**config.mk**
```make
export PLATFORM = sky130hd
export DESIGN_NAME = program_sequencer_stk
export DESIGN_NICKNAME = d
export VERILOG_FILES = /design/src/rtl/ps_pkg.sv /design/src/rtl/ps_call_stack.sv /design/src/rtl/program_sequencer_stk.sv
export SDC_FILE = /design/constraint.sdc
export NUM_CORES = 1
export LEC_CHECK = 0
export BUFFER_PORTS_ARGS = -buffer_cell sky130_fd_sc_hd__buf_2
export CAP_MARGIN = 20
export CORE_UTILIZATION = 50
export CTS_CLUSTER_SIZE = 12
export DETAILED_ROUTE_END_ITERATION = 10
export PLACE_DENSITY = 0.76
export SLEW_MARGIN = 5
export SYNTH_ARGS = -nofsm -noshare
export SYNTH_HDL_FRONTEND = slang
export SYNTH_SLANG_ARGS = --single-unit
```
**constraint.sdc**
```tcl
create_clock -name clk -period 2.2 [get_ports clk]
set_input_delay 0.22 -clock clk [delete_from_list [all_inputs] [get_ports clk]]
set_output_delay 0.22 -clock clk [all_outputs]
set_load 0.005 [all_outputs]
```
**src/rtl/ps_pkg.sv**
```systemverilog
// Shared types for the stacked program sequencer.
// Next-address select enum and target-shift helper.
package ps_pkg;

  typedef enum logic [2:0] {
    NA_RESET,
    NA_HOLD,
    NA_RET,
    NA_CALL,
    NA_JUMP,
    NA_SEQ
  } next_sel_t;

  // Jump target is {jump_address, zeros}; this is the zero count.
  function automatic int tgt_shift(input int aw, input int jw);
    return aw - jw;
  endfunction

endpackage

```
**src/rtl/ps_call_stack.sv**
```systemverilog
// LIFO return-address stack; only the pointer is reset.
// Ports: clk, rst_n, clr, push, pop, din -> top, empty, full.
module ps_call_stack
  import ps_pkg::*;
#(
  parameter int DEPTH = 4,
  parameter int W     = 8
) (
  input  logic         clk,
  input  logic         rst_n,
  input  logic         clr,
  input  logic         push,
  input  logic         pop,
  input  logic [W-1:0] din,
  output logic [W-1:0] top,
  output logic         empty,
  output logic         full
);

  localparam int PW = $clog2(DEPTH + 1);
  localparam int IW = (DEPTH > 1) ? $clog2(DEPTH) : 1;

  logic [PW-1:0] ptr;
  logic [W-1:0]  mem [2**IW];
  logic [IW-1:0] wr_idx;
  logic [IW-1:0] rd_idx;
  logic          do_push;
  logic          do_pop;

  assign empty   = (ptr == '0);
  assign full    = (ptr == PW'(DEPTH));
  assign wr_idx  = IW'(ptr);
  assign rd_idx  = IW'(ptr - PW'(1));
  assign do_pop  = pop && !empty && !clr;
  assign do_push = push && !full && !clr && !pop;
  assign top     = empty ? '0 : mem[rd_idx];

  always_ff @(posedge clk or negedge rst_n) begin
    if (!rst_n)
      ptr <= '0;
    else if (clr)
      ptr <= '0;
    else if (do_pop)
      ptr <= ptr - PW'(1);
    else if (do_push)
      ptr <= ptr + PW'(1);
  end

  // Entry storage carries no reset.
  always_ff @(posedge clk) begin
    if (do_push)
      mem[wr_idx] <= din;
  end

endmodule

```
**src/rtl/program_sequencer_stk.sv**
```systemverilog
// Program sequencer with call/return stack, stall and stack error flag.
// Ports: clk, reset_n, sync_reset, stall, jump, conditional_jump,
//   dont_jmp, call, ret, jump_address -> pm_addr, pc, from_PS,
//   stack_empty, stack_full, stack_err.
// Option PS_BRANCH_TRACE_EN adds last_branch_src and branch_cnt.
module program_sequencer_stk
  import ps_pkg::*;
#(
  parameter int ADDR_W      = 8,
  parameter int JADDR_W     = 4,
  parameter int STACK_DEPTH = 4,
  parameter int RESET_VEC   = 0
) (
  input  logic               clk,
  input  logic               reset_n,
  input  logic               sync_reset,
  input  logic               stall,
  input  logic               jump,
  input  logic               conditional_jump,
  input  logic               dont_jmp,
  input  logic               call,
  input  logic               ret,
  input  logic [JADDR_W-1:0] jump_address,
`ifdef PS_BRANCH_TRACE_EN
  output logic [ADDR_W-1:0]  last_branch_src,
  output logic [15:0]        branch_cnt,
`endif
  output logic [ADDR_W-1:0]  pm_addr,
  output logic [ADDR_W-1:0]  pc,
  output logic [ADDR_W-1:0]  from_PS,
  output logic               stack_empty,
  output logic               stack_full,
  output logic               stack_err
);

  localparam int SH = tgt_shift(ADDR_W, JADDR_W);
  localparam logic [ADDR_W-1:0] RV = ADDR_W'(RESET_VEC);

  next_sel_t         sel;
  logic [ADDR_W-1:0] seq;
  logic [ADDR_W-1:0] target;
  logic [ADDR_W-1:0] nxt;
  logic              err_set;
  logic              push;
  logic              pop;

  assign seq    = pc + ADDR_W'(1);
  assign target = ADDR_W'(jump_address) << SH;

  always_comb begin
    sel     = NA_SEQ;
    err_set = 1'b0;
    if (sync_reset) begin
      sel = NA_RESET;
    end else if (stall) begin
      sel = NA_HOLD;
    end else if (ret) begin
      // Underflow falls through to sequential fetch.
      if (stack_empty) err_set = 1'b1;
      else             sel     = NA_RET;
    end else if (call) begin
      if (stack_full) err_set = 1'b1;
      else            sel     = NA_CALL;
    end else if (jump || (conditional_jump && !dont_jmp)) begin
      sel = NA_JUMP;
    end
  end

  always_comb begin
    nxt = seq;
    unique case (sel)
      NA_RESET: nxt = RV;
      NA_HOLD:  nxt = pc;
      NA_RET:   nxt = from_PS;
      NA_CALL:  nxt = target;
      NA_JUMP:  nxt = target;
      NA_SEQ:   nxt = seq;
      default:  nxt = seq;
    endcase
  end

  assign pm_addr = reset_n ? nxt : RV;
  assign push    = (sel == NA_CALL);
  assign pop     = (sel == NA_RET);

  ps_call_stack #(
    .DEPTH (STACK_DEPTH),
    .W     (ADDR_W)
  ) u_stack (
    .clk   (clk),
    .rst_n (reset_n),
    .clr   (sync_reset),
    .push  (push),
    .pop   (pop),
    .din   (seq),
    .top   (from_PS),
    .empty (stack_empty),
    .full  (stack_full)
  );

  always_ff @(posedge clk or negedge reset_n) begin
    if (!reset_n)
      pc <= RV;
    else
      pc <= pm_addr;
  end

  always_ff @(posedge clk or negedge reset_n) begin
    if (!reset_n)
      stack_err <= 1'b0;
    else if (sync_reset)
      stack_err <= 1'b0;
    else if (err_set)
      stack_err <= 1'b1;
  end

`ifdef PS_BRANCH_TRACE_EN
  logic taken;

  assign taken = !stall && !sync_reset && (pm_addr != seq);

  always_ff @(posedge clk or negedge reset_n) begin
    if (!reset_n) begin
      last_branch_src <= '0;
      branch_cnt      <= '0;
    end else if (sync_reset) begin
      last_branch_src <= '0;
      branch_cnt      <= '0;
    end else if (taken) begin
      last_branch_src <= pc;
      if (branch_cnt != 16'hFFFF)
        branch_cnt <= branch_cnt + 16'd1;
    end
  end
`endif

endmodule

```
# After elaboration in Yosys (flattened, before gate mapping)
# Memory sizes are Yosys's and may differ from the RTL's.
# Index checks and enable logic that the tools add are counted.
# totals
in_bits,13
ram_bits,32
ff_bits,12
wordCells,52
out_inout_bits,27
mem_count,1
# op_classes
mux,23
n_addsub,3
n_reduce_logical,17
eq_ne,5
# memory_table
name,words,width,read_ports,rd_clocked_by_memory_dff,wr,line,rtl
u_stack.mem,4,8,1,0,1,ps_call_stack.sv:24,logic [W-1:0] mem [2**IW];
# ops
operator,count
$pmux 8 s4,1
$mux 3,9
$mux 8,2
$mux 1,11
$add 8x1->8 const B,1
$eq 3x2->1 const B,2
$eq 3x3->1 const B,2
$logic_and 1x1->1,6
$logic_not 3->1,2
$logic_not 1->1,5
$add 3x1->3 const B,1
$eq 3x1->1 const B,1
$reduce_bool 3->1,1
$sub 3x1->3 const B,1
$reduce_bool 2->1,1
$reduce_or 2->1,1
$logic_or 1x1->1,1

# Depth between registers and ports, before layout
# depth
word_depth,15
mapped_depth,8
mapped_depth_nobuf,7

# Cells and area by module
# Synthesis repeated with hierarchy kept, for this count alone.
# hier_totals
hier_cells,155
area_unflattened_um2,2174.6
# modules_own_cells
mod,seq_area_each_um2,cells_per_inst,instances,area_each_um2
ps_call_stack,1036.0,85,1,1514.0
program_sequencer_stk,225.2,70,1,660.6

# Least setup slack after synthesis
# OpenSTA, ideal clock, no wires.
# synth_path
path_kind,register to output
startpoint,register u_stack.ptr[0]
endpoint,output port pm_addr[6]
arrival_ps,1885
t_required_ps,1980
path_slack_ps,95
stages_incl_launch_ff,8
path_buffers,2
cell_sequence,dfrtp_1 > buf_6 > inv_1 > ha_1 > buf_2 > mux4_2 > o211a_1 > o221a_1
# synth_between
elab_chain_cells,10
word_cells_on_any_way,19
cone_classes,1 x add/sub; 5 x eq/ne; 9 x mux; 3 x reduce/logical; 1 x memory
# synth_lines
item,line,rtl
from (decl),ps_call_stack.sv:23,logic [PW-1:0] ptr;
from (signal assigned),ps_call_stack.sv:44,ptr <= ptr - PW'(1);
from (signal assigned),ps_call_stack.sv:46,ptr <= ptr + PW'(1);
$eq 3x3->1,ps_call_stack.sv:31,assign full = (ptr == PW'(DEPTH));
$mux 3,program_sequencer_stk.sv:62,if (stack_full) err_set = 1'b1;
$mux 3,program_sequencer_stk.sv:61,end else if (call) begin
$mux 3,program_sequencer_stk.sv:57,end else if (ret) begin
$mux 3,program_sequencer_stk.sv:55,end else if (stall) begin
$mux 3,program_sequencer_stk.sv:53,if (sync_reset) begin
$eq 3x3->1 or $eq 3x2->1 (tied branches),program_sequencer_stk.sv:71,unique case (sel)
$reduce_or 2->1 (no source line),-,
$pmux 8 s4 (*),program_sequencer_stk.sv:71,
$mux 8 (*),program_sequencer_stk.sv:82,assign pm_addr = reset_n ? nxt : RV;
to (decl),program_sequencer_stk.sv:28,"output logic [ADDR_W-1:0] pm_addr,"
# Mark *: on every way between the ends. The rest lies on a longest branch, timed or not.

# Worst setup path in the final report
# layout_path
startpoint,register u_stack.ptr[0]
endpoint,output port pm_addr[4]
# The elaborated chain is that of the path after synthesis.

==> qor.csv <==
stage,metric,value,unit
outcome,status,"finished, violations left",
outcome,failing checks,negative setup slack,
sta,Worst Max-Slew Pin Slew,666.7,ps
drt,vias per inst,5.978,
power_and_ir_drop,Tot Pwr,1874,µW
sta,Tmin final,2252,ps
logic_synthesis,Synth top area share,0.4361,
sta,RSZ-0062 raised after global routing,true,
power_and_ir_drop,P_int,1414,µW
clock_network,CTS buffer count,5,
placement,dpl hpwl,3.655,mm
floorplanning,initial cell density of the core,0.5354,
worst_hold_path,worst hold start,sync_reset,
logic_synthesis,"Cell Area, Synth",2203,µm²
power_and_ir_drop,Leak,0.001220,µW
clock_network,clock tree root driver cell,clkbuf_8,
power_and_ir_drop,Pwr Density,655.0,nW/µm²
power_and_ir_drop,Comb pwr share,0.180,
drt,final WL,5.412,mm
worst_setup_path,Worst Path Arrival,2030,ps
worst_setup_path,critical path endpoint category,output port,
sta,final setup vio count,2,
worst_setup_path,Reg2Reg Depth,6,
worst_hold_path,Hold Path Depth,2,
logic_synthesis,"Seq/Total Area, Yosys",0.5724,
power_and_ir_drop,Clk pwr share,0.328,
logic_synthesis,ranking of synthesized cells by area,"edfxtp_1, dfrtp_1, mux4_1",
worst_setup_path,reg2reg setup slack,390,ps
logic_synthesis,fraction of registers with async set/reset,0.2727,
logic_synthesis,Post-synth EDFFs,32,
worst_setup_path,Setup crit start kind,flop,
placement,placed cell count,252,
global_routing,Total GRT Usage,0.2496,
clock_network,deepest level of the CTS H-tree,2,
worst_setup_path,WS Path Type,flop to output port,
floorplanning,io pins,40,
logic_synthesis,number of synthesized register bits,44,
sta,final worst-path cycle share,1.023,
sta,Max Fclk,444.1,MHz
worst_setup_path,Critical Path RT,1980,ps
flow_run,max_cap viols,0,
placement,RD Place Congestion,0.7885,
logic_synthesis,Mapped Cells,161,
cells_and_area,"commonest non-fill, non-tap cells in the layout","buf_2, edfxtp_1, buf_4",
floorplanning,Site Rows,23,
sta,max-slew violation count,0,
cells_and_area,"most common cell after layout, fill and taps aside",buf_2,
global_routing,vias in the first global route,1629,
logic_synthesis,top_reg_cell synth,edfxtp_1,
worst_setup_path,CP max FO,6,
global_routing,first-pass GRT wire length,8.107,mm
power_and_ir_drop,Psw,460.0,µW
placement,port bufs,39,
cells_and_area,post-route cell area,2860,µm²
power_and_ir_drop,VDD IR-drop max,0.0003365,V
sta,fin worst setup slack,-51.50,ps
placement,Placed Area,2489,µm²
clock_network,clock sink count,44,
cells_and_area,"non-filler cells, final",278,
cells_and_area,NumNets Final,246,
floorplanning,DIE WIDTH,68.39,µm
logic_synthesis,Yosys warnings,0,
sta,skew final,6.907,ps
clock_network,CTS tree,done,
floorplanning,die area,4677,µm²
worst_setup_path,RR Startpoint,u_stack.ptr[0],
logic_synthesis,syn nets,180,
global_routing,gr ovfl total,0,
power_and_ir_drop,net switching fraction of the power,0.2455,
clock_network,clk buf depth,2,
global_routing,largest net degree at the start of global routing,16,
drt,Remaining DRCs,0,
sta,Fin. Hold Viols,0,
global_routing,initial antenna violation count,0,
worst_hold_path,Worst Hold Class,input pin to flop,
cells_and_area,Area Overhead vs Synth,29.81,%
worst_hold_path,WHS Endpoint,u_stack.ptr[0],
logic_synthesis,post-synth cell types,44,
drt,antenna-violating nets left,0,
logic_synthesis,Mean Syn Cell Area,13.69,µm²
worst_setup_path,Reg-to-Reg End,pc[6],
drt,DR iter-0 viols,104,
drt,drt pass-1 iters,4,
clock_network,worst skew pair latency,300,ps
clock_network,clk slew on worst S/H paths,90,ps
cells_and_area,ant diodes,0,
floorplanning,die height,68.39,µm
sta,relative slew slack,0.5539,
floorplanning,core area,4115,µm²
logic_synthesis,post-synth top area cell,edfxtp_1,
power_and_ir_drop,share of power burned in registers,0.492,
cells_and_area,proportion of layout cells with a drive suffix above 1,0.4781,
drt,DR vias,1662,
drt,post-detailed-route wirelength per cell,19.47,µm
-- synthesized netlist by cell type, drive strengths merged (2+ instances only) --
cell type	number
edfxtp	32
and2	12
dfrtp	12
inv	9
nand3	9
mux4	8
nand2	7
a22oi	6
ha	6
nor2	6
and3	5
buf	5
a21oi	4
xnor2	4
nor2b	3
a21boi	2
a221oi	2
a22o	2
a31oi	2
clkbuf	2
mux2	2
nand3b	2
nand4	2
o21ai	2
o221a	2
xor2	2
-- worst max-delay path: stages (launching register included) --
cell and delay, ps:
dfrtp_1 390, inv_2 70, ha_4 310, mux4_2 330
a22o_1 190, o311a_1 310, buf_2 130
-- cell families after synthesis --
logic type | after synthesis | share of synthesized area
simple gates | 51 | 0.1346
flops | 44 | 0.5724
compound gates | 27 | 0.09484
buf+inv | 16 | 0.03350
mux | 11 | 0.1068
xor+xnor | 6 | 0.02385
fa+ha+maj | 6 | 0.03407
-- sequential cells by signal, indices dropped and copies added, names as in the netlist --
register / count
pc: 8
stack_err: 1
u_stack.mem: 32
u_stack.ptr: 3
-- stage by stage --
stage / hold slack [ps] / setup WS [ps] / util / setup TNS, ps
after floorplan: -75.59 / 94.52 / - / 0
after global placement: 179.4 / 153.4 / 0.6047 / 0
after detailed placement: 183.1 / 33.92 / 0.6047 / 0
after CTS: 220.0 / -43.97 / 0.6649 / -99.04
after global routing: 241.6 / -118.4 / 0.6950 / -520.9
final: 232.8 / -51.50 / 0.6950 / -82.83
-- power by group through the flow --
| stage | Clock [µW] | Combinational [µW] | Sequential (µW) |
|---|---|---|---|
| 3_3_place_gp | 0 | 241 | 937 |
| 2_1_floorplan | 0 | 147 | 937 |
| 6_report | 615 | 337 | 922 |
| 5_1_grt | 657 | 364 | 924 |
| 3_5_place_dp | 0 | 252 | 938 |
| 4_1_cts | 627 | 303 | 921 |
-- per-layer routing --
metal  wire (µm)  GRT usage  vias up
met5           0          0        -
met4          48    0.09115        0
met3         335    0.05167        6
met2        2871     0.4338       61
met1        2156     0.3030      848
li1            -          -      747
-- worst max path at each step --
stage	startpoint	endpoint	slack (ps)	depth (start not counted)
6_report	u_stack.ptr[0]	pm_addr[4]	-50	6
5_1_grt	u_stack.ptr[0]	pm_addr[4]	-120	6
4_1_cts	u_stack.ptr[0]	pm_addr[4]	-40	6
3_5_place_dp	u_stack.ptr[0]	pm_addr[0]	30	7
3_3_place_gp	u_stack.ptr[0]	pm_addr[0]	150	7
2_1_floorplan	u_stack.ptr[0]	pm_addr[6]	90	7
-- what timing repair did --
action | CTS | global route
pin swaps | 6 | 10
buffers inserted | 12 | 5
endpoints found under the hold margin | 12 | 0
endpoints found under the setup margin | 9 | 8
resized for setup | 16 | 22
hold buffers | 1 | 0
-- area by class of cell --
| cell class | count | area (µm²) |
|---|---|---|
| clock buffers | 5 | 68.82 |
| fillers | 267 | 1255 |
| multi-input cells | 101 | 969.7 |
| clock inverters | 3 | 42.54 |
| flip-flops and latches | 44 | 1261 |
| repair buffers | 66 | 421.7 |
| inverters | 9 | 33.78 |
| well taps | 50 | 62.56 |
Power figures use the tool's default switching activity.
